File: config.mk
export PLATFORM = sky130hd
export DESIGN_NAME = mem_port_arbiter
export DESIGN_NICKNAME = d
export VERILOG_FILES = /design/src/rtl/mem_arb_pkg.sv /design/src/rtl/arb_pick.sv /design/src/rtl/mem_port_arbiter.sv
export SDC_FILE = /design/constraint.sdc
export NUM_CORES = 1
export LEC_CHECK = 0
export CORE_MARGIN = 4
export CORE_UTILIZATION = 53
export CTS_BUF_LIST = sky130_fd_sc_hd__clkbuf_8 sky130_fd_sc_hd__clkbuf_16
export CTS_CLUSTER_SIZE = 28
export DETAILED_ROUTE_END_ITERATION = 8
export DONT_BUFFER_PORTS = 1
export PLACE_DENSITY = 0.65
export SLEW_MARGIN = 30
export SYNTH_ARGS = -nofsm -noshare
export SYNTH_HDL_FRONTEND = slang
export SYNTH_SLANG_ARGS = --single-unit
export TNS_END_PERCENT = 20
File: constraint.sdc
create_clock -name clk -period 1.7 [get_ports clk]
set_input_delay 0.17 -clock clk [delete_from_list [all_inputs] [get_ports clk]]
set_output_delay 0.17 -clock clk [all_outputs]
set_load 0.01 [all_outputs]
File: src/rtl/mem_arb_pkg.sv
// Shared types and constants for the memory port arbiter: FSM states,
// owner encoding and the legal MEM_LATENCY range.
package mem_arb_pkg;

  typedef enum logic [1:0] {
    IDLE  = 2'd0,
    ISSUE = 2'd1,
    WAIT  = 2'd2,
    RESP  = 2'd3
  } state_t;

  typedef enum logic {
    OWN_IC = 1'b0,
    OWN_DC = 1'b1
  } owner_t;

  localparam int MEM_LATENCY_MIN = 1;
  localparam int MEM_LATENCY_MAX = 4;
  // Counter holds MEM_LATENCY-1, so 0..3 fits in two bits.
  localparam int CNT_W = 2;

endpackage

File: src/rtl/arb_pick.sv
// Winner select between the I-cache and D-cache requesters.
// Fixed D-over-I priority by default; round-robin when ARB_ROUND_ROBIN_EN is defined.
module arb_pick
  import mem_arb_pkg::*;
(
  input  logic   clk,
  input  logic   rst,
  input  logic   ic_req,
  input  logic   dc_req,
  input  logic   grant,
  output logic   any_req,
  output owner_t winner
);

  assign any_req = ic_req | dc_req;

`ifdef ARB_ROUND_ROBIN_EN
  // Remembers who was served last; reset to D so I wins the first tie.
  owner_t last_q;

  always_ff @(posedge clk) begin
    if (rst) begin
      last_q <= OWN_DC;
    end else if (grant) begin
      last_q <= winner;
    end
  end

  always_comb begin
    winner = OWN_IC;
    if (ic_req && dc_req) begin
      winner = (last_q == OWN_DC) ? OWN_IC : OWN_DC;
    end else if (dc_req) begin
      winner = OWN_DC;
    end
  end
`else
  logic unused_pick;
  assign unused_pick = ^{clk, rst, grant};

  always_comb begin
    winner = dc_req ? OWN_DC : OWN_IC;
  end
`endif

endmodule

File: src/rtl/mem_port_arbiter.sv
// Shares one memory port between I-cache refills and D-cache refills/writebacks.
// Optional macro ARB_ROUND_ROBIN_EN switches tie resolution to round-robin.
//
// Handshake: a requester raises req and holds it (with its fields) until its
// ack pulses for one cycle; rdata is valid in that cycle and held afterwards.
module mem_port_arbiter
  import mem_arb_pkg::*;
#(
  parameter int MEM_LATENCY = 1
) (
  input  logic        clk,
  input  logic        rst,
  input  logic        ic_req,
  input  logic [31:0] ic_addr,
  output logic        ic_ack,
  output logic [31:0] ic_rdata,
  input  logic        dc_req,
  input  logic        dc_wr,
  input  logic [31:0] dc_addr,
  input  logic [31:0] dc_wdata,
  output logic        dc_ack,
  output logic [31:0] dc_rdata,
  output logic        mem_en,
  output logic        mem_we,
  output logic [31:0] mem_addr,
  output logic [31:0] mem_wdata,
  input  logic [31:0] mem_rdata,
  output logic        busy,
  output state_t      state_dbg
);

  state_t             state_q, state_d;
  owner_t             owner_q;
  owner_t             winner;
  logic               any_req;
  logic               grant;
  logic               wr_q;
  logic [31:0]        addr_q;
  logic [31:0]        wdata_q;
  logic [CNT_W-1:0]   cnt_q;
  logic [31:0]        ic_rdata_q;
  logic [31:0]        dc_rdata_q;

  assign grant = (state_q == IDLE) && any_req;

  arb_pick u_pick (
    .clk     (clk),
    .rst     (rst),
    .ic_req  (ic_req),
    .dc_req  (dc_req),
    .grant   (grant),
    .any_req (any_req),
    .winner  (winner)
  );

  always_comb begin
    state_d = state_q;
    unique case (state_q)
      IDLE:    if (any_req) state_d = ISSUE;
      ISSUE:   state_d = wr_q ? RESP : WAIT;
      WAIT:    if (cnt_q == '0) state_d = RESP;
      RESP:    state_d = IDLE;
      default: state_d = IDLE;
    endcase
  end

  always_ff @(posedge clk) begin
    if (rst) begin
      state_q    <= IDLE;
      owner_q    <= OWN_IC;
      wr_q       <= 1'b0;
      addr_q     <= '0;
      wdata_q    <= '0;
      cnt_q      <= '0;
      ic_rdata_q <= '0;
      dc_rdata_q <= '0;
    end else begin
      state_q <= state_d;
      // Fields are captured only at grant so later input changes cannot leak in.
      if (grant) begin
        owner_q <= winner;
        if (winner == OWN_DC) begin
          addr_q  <= dc_addr;
          wr_q    <= dc_wr;
          wdata_q <= dc_wdata;
        end else begin
          addr_q  <= ic_addr;
          wr_q    <= 1'b0;
          wdata_q <= '0;
        end
      end
      if (state_q == ISSUE) begin
        cnt_q <= CNT_W'(MEM_LATENCY - 1);
      end else if (state_q == WAIT && cnt_q != '0) begin
        cnt_q <= cnt_q - 1'b1;
      end
      if (state_q == WAIT && cnt_q == '0) begin
        if (owner_q == OWN_IC) ic_rdata_q <= mem_rdata;
        else                   dc_rdata_q <= mem_rdata;
      end
    end
  end

  // Outputs are forced quiet while rst is high, even before the reset edge lands.
  assign mem_en    = !rst && (state_q == ISSUE);
  assign mem_we    = mem_en && wr_q;
  assign mem_addr  = rst ? '0 : addr_q;
  assign mem_wdata = rst ? '0 : wdata_q;
  assign busy      = !rst && (state_q != IDLE);
  assign ic_ack    = !rst && (state_q == RESP) && (owner_q == OWN_IC);
  assign dc_ack    = !rst && (state_q == RESP) && (owner_q == OWN_DC);
  assign ic_rdata  = ic_rdata_q;
  assign dc_rdata  = dc_rdata_q;
  assign state_dbg = state_q;

endmodule

==> After elaboration in Yosys (flattened, before gate mapping) <==
Cells that the tools add are included.
{ "totals": {"reg_bits": 134, "inputBits": 133, "out_inout_bits": 135, "wordCells": 44} }
{ "op_classes": {"n_addsub": 1, "n_eq_ne": 5, "muxes": 10, "bitwise": 2, "reduce_logical": 18} }
{ "op_table": {"columns": ["cell", "count"], "rows": [
  ["$mux 32", 4],
  ["$logic_and 1x1->1", 9],
  ["$pmux 2 s4", 1],
  ["$reduce_and 2->1", 3],
  ["$eq 2x2->1 const B", 2],
  ["$logic_not 2->1", 2],
  ["$mux 2", 2],
  ["$reduce_bool 2->1", 2],
  ["$mux 1", 3],
  ["$eq 2x1->1 const B", 1],
  ["$ne 2x1->1 const B", 1],
  ["$ne 2x2->1 const B", 1],
  ["$reduce_or 2->1", 1],
  ["$sub 2x1->2 const B", 1],
  ["$logic_not 1->1", 1],
  ["$not 1->1", 1],
  ["$or 1x1->1", 1]
]} }

==> Depth between registers and ports, before layout <==
{ "depth": {"depth_word": 3, "mapped_depth": 9, "mapped_depth_nobuf": 5} }

==> Modules after synthesis <==
Synthesis repeated with hierarchy kept, for this count alone.
{ "hier_totals": {"hier_cells": 612, "area_unflattened_um2": 5454.0} }
{ "modules_own_cells": {"columns": ["mod", "instances", "cells_per_inst", "area_each_um2"], "rows": [
  ["mem_port_arbiter", 1, 610, 5440.2],
  ["arb_pick", 1, 2, 13.8]
]} }

==> Least setup slack after synthesis <==
OpenSTA, ideal clock, no wires.
{ "synth_path": {"path_kind": "reg2reg", "from": "register state_q[0], in the netlist state_dbg[0]", "to": "register wdata_q[0]", "setup_time_ps": 113, "t_arrival_ps": 1501, "required_time_ps": 1587, "setup_slack_ps": 87, "stages_incl_launch_ff": 10, "n_path_buf": 4, "cell_sequence": "dfxtp_1 -> inv_1 -> ha_1 -> buf_4 -> o21a_1 -> buf_2 -> buf_6 -> buf_2 -> nand3_1 -> nand2_1"} }
{ "synth_via": {"elab_chain_len": 2} }
{ "synth_lines": {"columns": ["item", "line_no", "text"], "rows": [
  ["from (decl)", "mem_port_arbiter.sv:32", "state_t state_q, state_d;"],
  ["from (signal assigned)", "mem_port_arbiter.sv:78", "state_q <= state_d;"],
  ["$logic_not 2->1", "mem_port_arbiter.sv:44", "assign grant = (state_q == IDLE) && any_req;"],
  ["$logic_and 1x1->1", "mem_port_arbiter.sv:44", null],
  ["to (signal assigned)", "mem_port_arbiter.sv:85", "wdata_q <= dc_wdata;"],
  ["to (decl)", "mem_port_arbiter.sv:39", "logic [31:0] wdata_q;"]
]} }
No other way between the ends.
A chain may end at the register's enable or synchronous reset.

==> Worst setup path after layout <==
{ "layout_path": {"from": "register state_q[0], in the netlist state_dbg[0]", "to": "register addr_q[3]"} }
{ "layout_via": {"elab_chain_len": 2} }
{ "layout_lines": {"columns": ["item", "line_no", "text"], "rows": [
  ["$logic_not 2->1", "mem_port_arbiter.sv:44", null],
  ["$logic_and 1x1->1", "mem_port_arbiter.sv:44", null],
  ["to (signal assigned)", "mem_port_arbiter.sv:83", "addr_q <= dc_addr;"],
  ["to (signal assigned)", "mem_port_arbiter.sv:87", "addr_q <= ic_addr;"],
  ["to (decl)", "mem_port_arbiter.sv:38", "logic [31:0] addr_q;"]
]} }
No other way between the ends.

==> summary.md <==
| Metric | Value |
|---|---|
| Status | `finished, violations left` |
| Violated checks | `negative hold slack, negative setup slack` |
| NumNets Final | `859` |
| Tot GR Track Use | `0.249` |
| Area taken by flip-flops and latches | `2680 um^2` |
| Pwr Total | `10.9 mW` |
| Comb power frac | `0.287` |
| RSZ-0062 raised after global routing | `yes` |
| Post-Syn Area per Cell | `8.14 um^2` |
| Vias in the first global route | `4770` |
| Die span in x | `110 um` |
| Max-slew violations | `0` |
| Root Driver | `clkbuf_8` |
| Grt ovf | `0` |
| Drc violations | `0` |
| Cell Rows | `36` |
| Total Wirelength | `15700 um` |
| DR vias | `4707` |
| Power density cells | `1560 nW/um^2` |
| Post-Syn Instances | `678` |
| Clk slew on worst S/H paths | `0.06 ns` |
| Setup Skew | `0.00735 ns` |
| Kind of end point of the critical path | `flop` |
| FMAX | `588 MHz` |
| CORE AREA | `9950 um^2` |
| Area Growth Syn to Fin | `26.0%` |
| Final Hold Vio Count | `101` |
| Worst-skew pair later-pin latency | `0.50 ns` |
| Final setup fails | `1` |
| Sw frac | `0.321` |
| Synthesized cell area | `5520 um^2` |
| Slew @ Worst Pin | `0.763 ns` |
| Starting density of the core | `0.554` |
| Share of post-route cells with drive strength above 1 | `0.0779` |
| Layout fillers | `755` |
| Critical path data arrival time | `2.10 ns` |
| Worst path required time | `2.10 ns` |
| Post CTS Setup Buffer Count | `0` |
| Distinct cells, synth | `29` |
| P_leak | `2.82 nW` |
| Via/cell ratio | `5.44` |
| CP Class | `flop to flop` |
| Internal Power | `7.38 mW` |
| I/O pins | `268` |
| Reg power frac | `0.381` |
| Max Cap Viol | `0` |
| Relative slew margins | `0.492` |
| Port Buffer Count | `0` |
| Final period utilization | `1.00` |
| Worst Setup Slack, final | `-0.000534 ns` |
| Sequential cell area fraction in the yosys report | `0.486` |
| Commonest non-fill, non-tap cell in the layout | `nand2_1` |
| Die Height | `110 um` |
| Crit Path Max Fanout | `34` |
| First-pass DRT Iterations | `4` |
| Layout Cell Area excl Fill | `6950 um^2` |
| Initial DRC count | `380` |
| First-pass GRT wire length | `23400 um` |
| H-tree Lvls | `4` |
| Routability Congestion | `0.772` |
| DRT antenna net count | `0` |
| CTS tree | `built` |
| CTS sink cnt | `134` |
| Hold buffer count at CTS | `66` |
| Area of the multi-input gates | `2620 um^2` |
| Total CTS buffers | `17` |
| VDD IR max | `0.942 mV` |
| Worst hold path class | `input pin to flop` |
| Die area | `12100 um^2` |
| Synthesized Nets | `816` |
| Initial antenna violation count | `0` |
| Startpoint Class | `flop` |
| Fin Hold WS | `-0.197 ns` |
| Most frequent cells in the layout | `195 x nand2_1, 133 x dfxtp_1, 66 x a21oi_1, 66 x dlygate4sd3_1, 64 x nor2b_1` |
| HPWL Detailed | `9530 um` |
| Synth Register Bits | `134` |
| Cell Area, Placed | `5600 um^2` |
| Clock network power share | `0.332` |
| Post-layout min period | `1.70 ns` |
| Routed WL per cell | `18.2 um` |
| Clk buf depth | `2` |
| Syn. warnings | `0` |
| Net switching power | `3.48 mW` |
| Pin count of the biggest net entering global routing | `173` |
==> area by class of cell <==
type                            instances  area share
Antenna cell                            1    0.000360
Clock buffer                           20      0.0655
Clock inverter                         10      0.0187
Inverter                                4     0.00216
Multi-Input combinational cell        484       0.377
Sequential cell                       134       0.386
Tap cell                              133      0.0239
Timing Repair Buffer                   80       0.126
==> power groups by stage <==
| stage | clock network, mW | logic (mW) | registers, mW |
|---|---|---|---|
| 6_report | 3.61 | 3.12 | 4.14 |
| 5_1_grt | 3.81 | 3.42 | 4.21 |
| 4_1_cts | 3.65 | 2.86 | 4.13 |
| 3_5_place_dp | 0 | 2.65 | 4.18 |
| 3_3_place_gp | 0 | 2.57 | 4.17 |
| 2_1_floorplan | 0 | 2.10 | 4.11 |
==> state kept, by name, summed over array words and instances, names as in the netlist <==
name and cells:
addr_q 32, owner_q 1, dc_rdata 32, ic_rdata 32, wdata_q 32, wr_q 1, state_dbg 2, cnt_q 2
==> stage by stage <==
step | hold slack (ns) | utilization | cells | setup WS (ns) | setup TNS [ns]
floorplan | 0.300 | - | 678 | 0.0865 | 0
global placement | 0.256 | 0.562 | 768 | 0.185 | 0
detailed placement | 0.258 | 0.562 | 768 | 0.0621 | 0
CTS | -0.280 | 0.689 | 864 | -0.0463 | -0.0675
global route | -0.277 | 0.698 | 865 | -0.0674 | -0.333
finish | -0.197 | 0.698 | 866 | -0.000534 | -0.000534
==> cells in the mapped netlist (all sizes together) <==
cell type / instances / area share
nand3: 34 / 0.031
xnor2: 1 / 0.0016
nor2b: 67 / 0.076
mux2i: 33 / 0.060
dfxtp: 134 / 0.49
and3: 1 / 0.0011
nand2b: 2 / 0.0023
nor3: 2 / 0.0018
clkbuf: 24 / 0.016
o21a: 1 / 0.0014
nor3b: 1 / 0.0014
o21ai: 1 / 0.0016
nand3b: 1 / 0.0014
a2111oi: 3 / 0.0050
and2: 1 / 0.0011
a21oi: 66 / 0.060
nand2: 195 / 0.13
a21o: 1 / 0.0014
inv: 4 / 0.0027
and3b: 2 / 0.0032
a211oi: 32 / 0.044
nor2: 35 / 0.024
ha: 5 / 0.011
buf: 32 / 0.033
==> metal layers <==
layer	vias to the layer above	wire (um)	GRT usage
met2	197	7950	0.436
met3	25	1650	0.0949
li1	2304	-	-
met5	-	0	0
met4	0	318	0.104
met1	2181	5820	0.267
==> critical path, cell delays in order (launching register included) <==
cell and delay, ns:
dfxtp_1 0.31, inv_1 0.21, ha_4 0.24, o21a_2 0.26
buf_12 0.22, nor2_1 0.07, a211oi_1 0.28
==> timing repair <==
item	4_1_cts	5_1_grt
cloned	0	1
hold endpoints to repair	134	101
gates resized for setup	6	12
endpoints found under the setup margin	4	15
==> final timing paths <==
kind	cells past startpoint	to	slack (ns)	start
worst max-delay path	6	addr_q[3]	-0.0005	state_dbg[0]
worst min-delay path	2	ic_rdata[13]	-0.20	mem_rdata[13]
worst max register to register	6	addr_q[3]	-0.0005	state_dbg[0]
worst min register to register	2	addr_q[12]	0.49	addr_q[12]
==> cells by family (layout without fill, tap and decap cells) <==
logic type,Yosys count,count (layout),share of synthesized area
xor gates and xnor gates,1,1,0.00159
AOI/OAI and AO/OA,104,104,0.113
adders and majority gates,5,5,0.0113
buffers and inverters,60,114,0.0524
DFF,134,134,0.486
other,0,1,0
and+or+nand+nor,341,341,0.276
muxes,33,33,0.0599
Power figures use the tool's default switching activity.
